## config.mk

```make
export PLATFORM = sky130hd
export DESIGN_NAME = tcam_pri
export DESIGN_NICKNAME = d
export VERILOG_FILES = /design/src/rtl/tcam_pri_pkg.sv /design/src/rtl/tcam_pri_enc.sv /design/src/rtl/tcam_pri.sv
export SDC_FILE = /design/constraint.sdc
export NUM_CORES = 2
export LEC_CHECK = 0
export ABC_CLOCK_PERIOD_IN_PS = 7000
export BUFFER_PORTS_ARGS = -buffer_cell sky130_fd_sc_hd__buf_4
export CAP_MARGIN = 10
export CORE_AREA = 4 4 409 411
export CTS_CLUSTER_DIAMETER = 60
export DETAILED_ROUTE_END_ITERATION = 10
export DIE_AREA = 0 0 413 415
export PLACE_DENSITY = 0.65
export SLEW_MARGIN = 20
export SYNTH_ARGS = -nofsm -noshare
export SYNTH_HDL_FRONTEND = slang
export SYNTH_SLANG_ARGS = --single-unit
```

## constraint.sdc

```tcl
create_clock -name CLK -period 7 [get_ports CLK]
set_clock_uncertainty 0.1 [all_clocks]
set_input_delay 1.05 -clock CLK [delete_from_list [all_inputs] [get_ports CLK]]
set_output_delay 1.05 -clock CLK [all_outputs]
set_load 0.02 [all_outputs]
```

## src/rtl/tcam_pri_pkg.sv

```systemverilog
// Shared definitions for the ternary CAM: write FSM encoding, depth helper
// and the lowest-index priority encoder.
package tcam_pri_pkg;

    localparam int unsigned MAX_ADDR_WIDTH = 8;
    localparam int unsigned MAX_ENTRY_NUM  = 32'd1 << MAX_ADDR_WIDTH;

    localparam logic [1:0] ST_IDLE  = 2'd0;
    localparam logic [1:0] ST_WRITE = 2'd1;
    localparam logic [1:0] ST_CLEAR = 2'd2;

    function automatic int unsigned entry_num(input int unsigned addr_width);
        return 32'd1 << addr_width;
    endfunction

    // Scans from the top down so the lowest set index is the last one written.
    function automatic int unsigned lowest_set(input logic [MAX_ENTRY_NUM-1:0] vec);
        int unsigned idx;
        idx = 0;
        for (int unsigned i = MAX_ENTRY_NUM; i > 0; i--) begin
            if (vec[i-1]) idx = i - 1;
        end
        return idx;
    endfunction

endpackage

```

## src/rtl/tcam_pri_enc.sv

```systemverilog
// Combinational result encoder: any-hit, lowest hit index, two-or-more hits.
module tcam_pri_enc
    import tcam_pri_pkg::*;
#(
    parameter  int unsigned C_TCAM_ADDR_WIDTH = 5,
    localparam int unsigned ENTRY_NUM         = entry_num(C_TCAM_ADDR_WIDTH)
) (
    input  logic [ENTRY_NUM-1:0]         hit,
    output logic                         match,
    output logic [C_TCAM_ADDR_WIDTH-1:0] addr,
    output logic                         multi
);

    logic [MAX_ENTRY_NUM-1:0] hit_ext;

    always_comb begin
        hit_ext                = '0;
        hit_ext[ENTRY_NUM-1:0] = hit;
    end

    assign match = |hit;
    assign addr  = C_TCAM_ADDR_WIDTH'(lowest_set(hit_ext));
    // Clearing the lowest set bit leaves something only if two or more were set.
    assign multi = |(hit & (hit - ENTRY_NUM'(1)));

endmodule

```

## src/rtl/tcam_pri.sv

```systemverilog
// Register-based ternary CAM with per-entry valid bits, 2-cycle write/clear
// FSM and a 2-stage lookup pipeline resolving the lowest matching index.
module tcam_pri
    import tcam_pri_pkg::*;
#(
    parameter int unsigned C_TCAM_ADDR_WIDTH = 5,
    parameter int unsigned C_TCAM_DATA_WIDTH = 32
) (
    input  logic                         CLK,
    input  logic                         RSTN,
    input  logic                         WE,
    input  logic [C_TCAM_ADDR_WIDTH-1:0] ADDR_WR,
    input  logic [C_TCAM_DATA_WIDTH-1:0] DIN,
    input  logic [C_TCAM_DATA_WIDTH-1:0] DIN_MASK,
    input  logic                         DIN_VALID,
    input  logic                         CLR,
    output logic                         BUSY,
    input  logic                         CMP_REQ,
    input  logic [C_TCAM_DATA_WIDTH-1:0] CMP_DIN,
    output logic                         MATCH_VALID,
    output logic                         MATCH,
    output logic [C_TCAM_ADDR_WIDTH-1:0] MATCH_ADDR,
    output logic                         MULTI_MATCH
);

    localparam int unsigned A = C_TCAM_ADDR_WIDTH;
    localparam int unsigned D = C_TCAM_DATA_WIDTH;
    localparam int unsigned N = entry_num(A);

    logic [1:0]   state;
    logic [A-1:0] wr_addr;
    logic [D-1:0] wr_key;
    logic [D-1:0] wr_mask;
    logic         wr_valid;

    logic [N-1:0] valid;
    logic [D-1:0] key_mem  [N];
    logic [D-1:0] mask_mem [N];

    logic [N-1:0] hit;
    logic         s1_vld;
    logic [N-1:0] s1_hit;
    logic         enc_match;
    logic [A-1:0] enc_addr;
    logic         enc_multi;

    assign BUSY = (state != ST_IDLE);

    always_ff @(posedge CLK or negedge RSTN) begin
        if (!RSTN) begin
            state <= ST_IDLE;
            valid <= '0;
        end else begin
            case (state)
                ST_IDLE: begin
                    if (CLR)     state <= ST_CLEAR;
                    else if (WE) state <= ST_WRITE;
                end
                ST_WRITE: begin
                    valid[wr_addr] <= wr_valid;
                    state          <= ST_IDLE;
                end
                ST_CLEAR: begin
                    valid <= '0;
                    state <= ST_IDLE;
                end
                default: state <= ST_IDLE;
            endcase
        end
    end

    // Key/mask storage and the write staging registers carry no reset.
    always_ff @(posedge CLK) begin
        if (state == ST_IDLE && WE && !CLR) begin
            wr_addr  <= ADDR_WR;
            wr_key   <= DIN & ~DIN_MASK;
            wr_mask  <= DIN_MASK;
            wr_valid <= DIN_VALID;
        end
        if (state == ST_WRITE) begin
            key_mem[wr_addr]  <= wr_key;
            mask_mem[wr_addr] <= wr_mask;
        end
    end

    always_comb begin
        hit = '0;
        for (int unsigned i = 0; i < N; i++) begin
            hit[i] = valid[i] & (((key_mem[i] ^ CMP_DIN) & ~mask_mem[i]) == '0);
        end
    end

    always_ff @(posedge CLK or negedge RSTN) begin
        if (!RSTN) begin
            s1_vld <= 1'b0;
            s1_hit <= '0;
        end else begin
            s1_vld <= CMP_REQ;
            s1_hit <= CMP_REQ ? hit : '0;
        end
    end

    tcam_pri_enc #(
        .C_TCAM_ADDR_WIDTH(A)
    ) u_enc (
        .hit  (s1_hit),
        .match(enc_match),
        .addr (enc_addr),
        .multi(enc_multi)
    );

    always_ff @(posedge CLK or negedge RSTN) begin
        if (!RSTN) begin
            MATCH_VALID <= 1'b0;
            MATCH       <= 1'b0;
            MATCH_ADDR  <= '0;
            MULTI_MATCH <= 1'b0;
        end else begin
            MATCH_VALID <= s1_vld;
            MATCH       <= s1_vld & enc_match;
            MATCH_ADDR  <= s1_vld ? enc_addr : '0;
            MULTI_MATCH <= s1_vld & enc_multi;
        end
    end

endmodule

```

==> impl_metrics.csv <==
group,metric,value,unit
run_status,outcome,"completed",
logic_synthesis,yosysMostFrequentCell,"edfxtp_1",
timing,rsz0062_at_grt,"false",
logic_synthesis,async_flop_share,0.0342,
clock_tree,root_buffer,"clkbuf_16",
logic_synthesis,yosys-top-cells-area,"edfxtp_1, xnor2_1, o22ai_1",
final_layout,n_fill_cell,12400,
power_and_ir_drop,p_leak,28.4,nW
logic_synthesis,synth_seq_cells,2193,
logic_synthesis,synth_edf_count,2118,
critical_path,r2r_end,"key_mem[15][20]",
floorplan,rows,149,
logic_synthesis,ys_seq_area_frac,0.802,
route,drcViolationCount,0,
clock_tree,cts.sinks,2193,
clock_tree,cts-hold-fix-buffers,0,
critical_path,cp-start-kind,"flip-flop",
floorplan,dieHeight,415,um
clock_tree,htree_num_levels,4,
clock_tree,numCtsBuffers,216,
route,drt_wl_total,235000,um
power_and_ir_drop,power.share.clock,0.413,
logic_synthesis,synth_top_area_frac,0.779,
logic_synthesis,yosys_most_used_dff,"edfxtp_1",
floorplan,initial_core_util,0.497,
logic_synthesis,synth_cell_types,52,
final_layout,syn_to_final_growth,13.9,%
power_and_ir_drop,intPower,21.1,mW
timing,period_share,0.546,
logic_synthesis,synth_area,81600,sq um
floorplan,ioPinCount,116,
floorplan,die_w,413,um
critical_path,critPathSlowestCell,"nor2_4",
power_and_ir_drop,combPwrFrac,0.050,
power_and_ir_drop,cellPowerDensity,292,nW/um^2
global_route,grt_max_degree,65,
logic_synthesis,yosys_warnings,0,
global_route,grt_usage,0.273,
floorplan,die_area,171000,sq um
timing,final-hold-violation-count,0,
logic_synthesis,synth_commonest_cells,"edfxtp_1, xnor2_1, o22ai_1",
placed_design,dpl.cell_count,6692,
critical_path,cpPeakStageDelay,1160,ps
clock_tree,cts_resized,0,
floorplan,core_area,164000,sq um
placed_design,numPortBuffers,115,
worst_hold_path,holdCritPathClass,"in -> async",
critical_path,path_cells,"inv_1, ha_1, nand3_1, nor2_4, buf_4",
logic_synthesis,post_synth_inst_count,4393,
global_route,grt_pass1_vias,40800,
logic_synthesis,synth_top_cell_by_area,"edfxtp_1",
timing,min_period,3820,ps
global_route,overflow,0,
power_and_ir_drop,ir_drop,0.274,mV
power_and_ir_drop,sw_frac_of_total,0.220,
logic_synthesis,syn_area_per_cell,18.6,sq um
route,drtIter0Drc,6353,
clock_tree,worstSkewPairLatency,870,ps
placed_design,dp_hpwl,134000,um
critical_path,worstPathArrival,4210,ps
final_layout,layout-drive-gt1-share,0.126,
timing,max_freq,0.262,GHz
critical_path,path_class,"reg -> reg",
route,ant_nets,0,
critical_path,cp_max_fo,38,
critical_path,r2r_slack,3180,ps
clock_tree,clockBufferDepth,3,
critical_path,rr_worst_depth,5,
timing,relSlewSlack,0.201,
clock_tree,post-cts-setup-buffers,0,
final_layout,fin_nets,4835,
run,drv_cap,0,
final_layout,instances_no_fill,7101,
power_and_ir_drop,seqPwrFrac,0.537,
clock_tree,clk_pin_slew,60,ps
global_route,antenna_found_initial,28,
power_and_ir_drop,power_switching,5.98,mW
critical_path,required,7380,ps
logic_synthesis,syn-num-nets,4503,
timing,setup_viol,0,
route,wl_per_cell,33.0,um
critical_path,timing.rr.start,"state[1]",
route,drt-vias-per-instance,6.02,
timing,slew_viol_final,0,
placed_design,gp_congestion,0.913,
timing,tightest_slew,1190,ps
timing,setup_tns,0,ps
critical_path,cp-end-kind,"flip-flop",
route,vias,42700,
global_route,grt_pass1_wl,322000,um
clock_tree,cts_tree,"yes",
route,first_pass_iters,5,
cell families (layout without fill, tap and decap cells):
logic type      count (synthesis)  after routing  synth area share
flops                        2193           2193             0.802
xor+xnor                     1024           1024             0.110
compound gates                660            660            0.0557
simple gates                  360            360            0.0236
buf+inv                       153            665           0.00800
fa+ha+maj                       3              3          0.000460
other cells                     0              7                 0
how the worst max path moves through the flow:
stage                            to        from  slack (ps)  depth (start not counted)
finish              key_mem[15][20]    state[1]        3180                          5
detailed placement       s1_hit[22]  CMP_DIN[1]        2430                          8
global route         key_mem[4][19]    state[1]        3130                          5
global placement         s1_hit[22]  CMP_DIN[1]        2000                          8
CTS                  key_mem[8][20]    state[1]        3190                          5
floorplan                wr_addr[0]         CLR         390                          1
final cells by class:
| cell class | instances | area (sq um) | share of cell area |
|---|---|---|---|
| antenna | 7 | 17.5 | 0.000188 |
| clock buffer | 279 | 5770 | 0.0621 |
| clock inverter | 119 | 1100 | 0.0118 |
| inverter | 10 | 37.5 | 0.000404 |
| multi-input combinational | 2047 | 15800 | 0.170 |
| sequential | 2193 | 65500 | 0.704 |
| tap | 2189 | 2740 | 0.0295 |
| timing repair buffer | 257 | 2000 | 0.0215 |
cell usage in the layout, fill, tap and decap left out, drive strengths merged, types with 5 or more instances in the layout:
cell      count
edfxtp     2118
clkinv       91
nor4         74
nor2b        34
nor3         46
nand3         5
o221ai       64
dfrtp        75
nand2        18
diode         7
clkinvlp      5
clkbuf      279
o211ai       33
xnor2      1024
o22ai       321
o22a         96
nand4        33
bufinv       11
nor2        127
buf         257
a21oi        48
inv          22
o21ai        42
a211oi       36
nand3b        5
metrics by stage:
| stage | util | area, sq um | hold WS (ps) | total power, mW | worst slack (ps) |
|---|---|---|---|---|---|
| finish | 0.567 | 92900 | 74.6 | 27.1 | 3180 |
| detailed placement | 0.524 | 85900 | 455 | 16.2 | 2430 |
| CTS | 0.566 | 92800 | 48.6 | 27.2 | 3190 |
| global placement | 0.524 | 85900 | 439 | 16.2 | 2000 |
| floorplan | - | 81600 | 337 | 15.5 | 391 |
| global route | 0.566 | 92900 | 81.9 | 27.9 | 3130 |
power by group through the flow:
stage	clock [mW]	combinational [mW]	sequential, mW
floorplan	0	0.608	14.9
global placement	0	1.33	14.8
detailed placement	0	1.35	14.8
CTS	11.3	1.35	14.6
global route	11.9	1.41	14.6
finish	11.2	1.36	14.6
layer usage:
layer  GRT usage  wire (um)  vias up  part of all wire
met5           0         38        -           0.00016
met4       0.106       9880        6             0.042
met3      0.0579      26300      396              0.11
met2       0.425     110000     2592              0.47
met1       0.379      88800    22100              0.38
li1            -          -    17700                 -
critical path, delay by kind of cell (launching register included):
kind                     cells  cell delay (ps)
flip-flops                   1              400
adder cells (fa/ha/maj)      1              290
buffers and inverters        2              750
AND/OR/NAND/NOR              2             1870
flip-flops by register name, summed over array words and instances, names as in the netlist:
register     count
s1_vld           1
mask_mem      1024
MULTI_MATCH      1
wr_addr          5
MATCH            1
wr_valid         1
key_mem       1024
MATCH_VALID      1
s1_hit          32
state            2
MATCH_ADDR       5
wr_mask         32
valid           32
wr_key          32
Note: power is estimated with default switching activity, not from simulation.
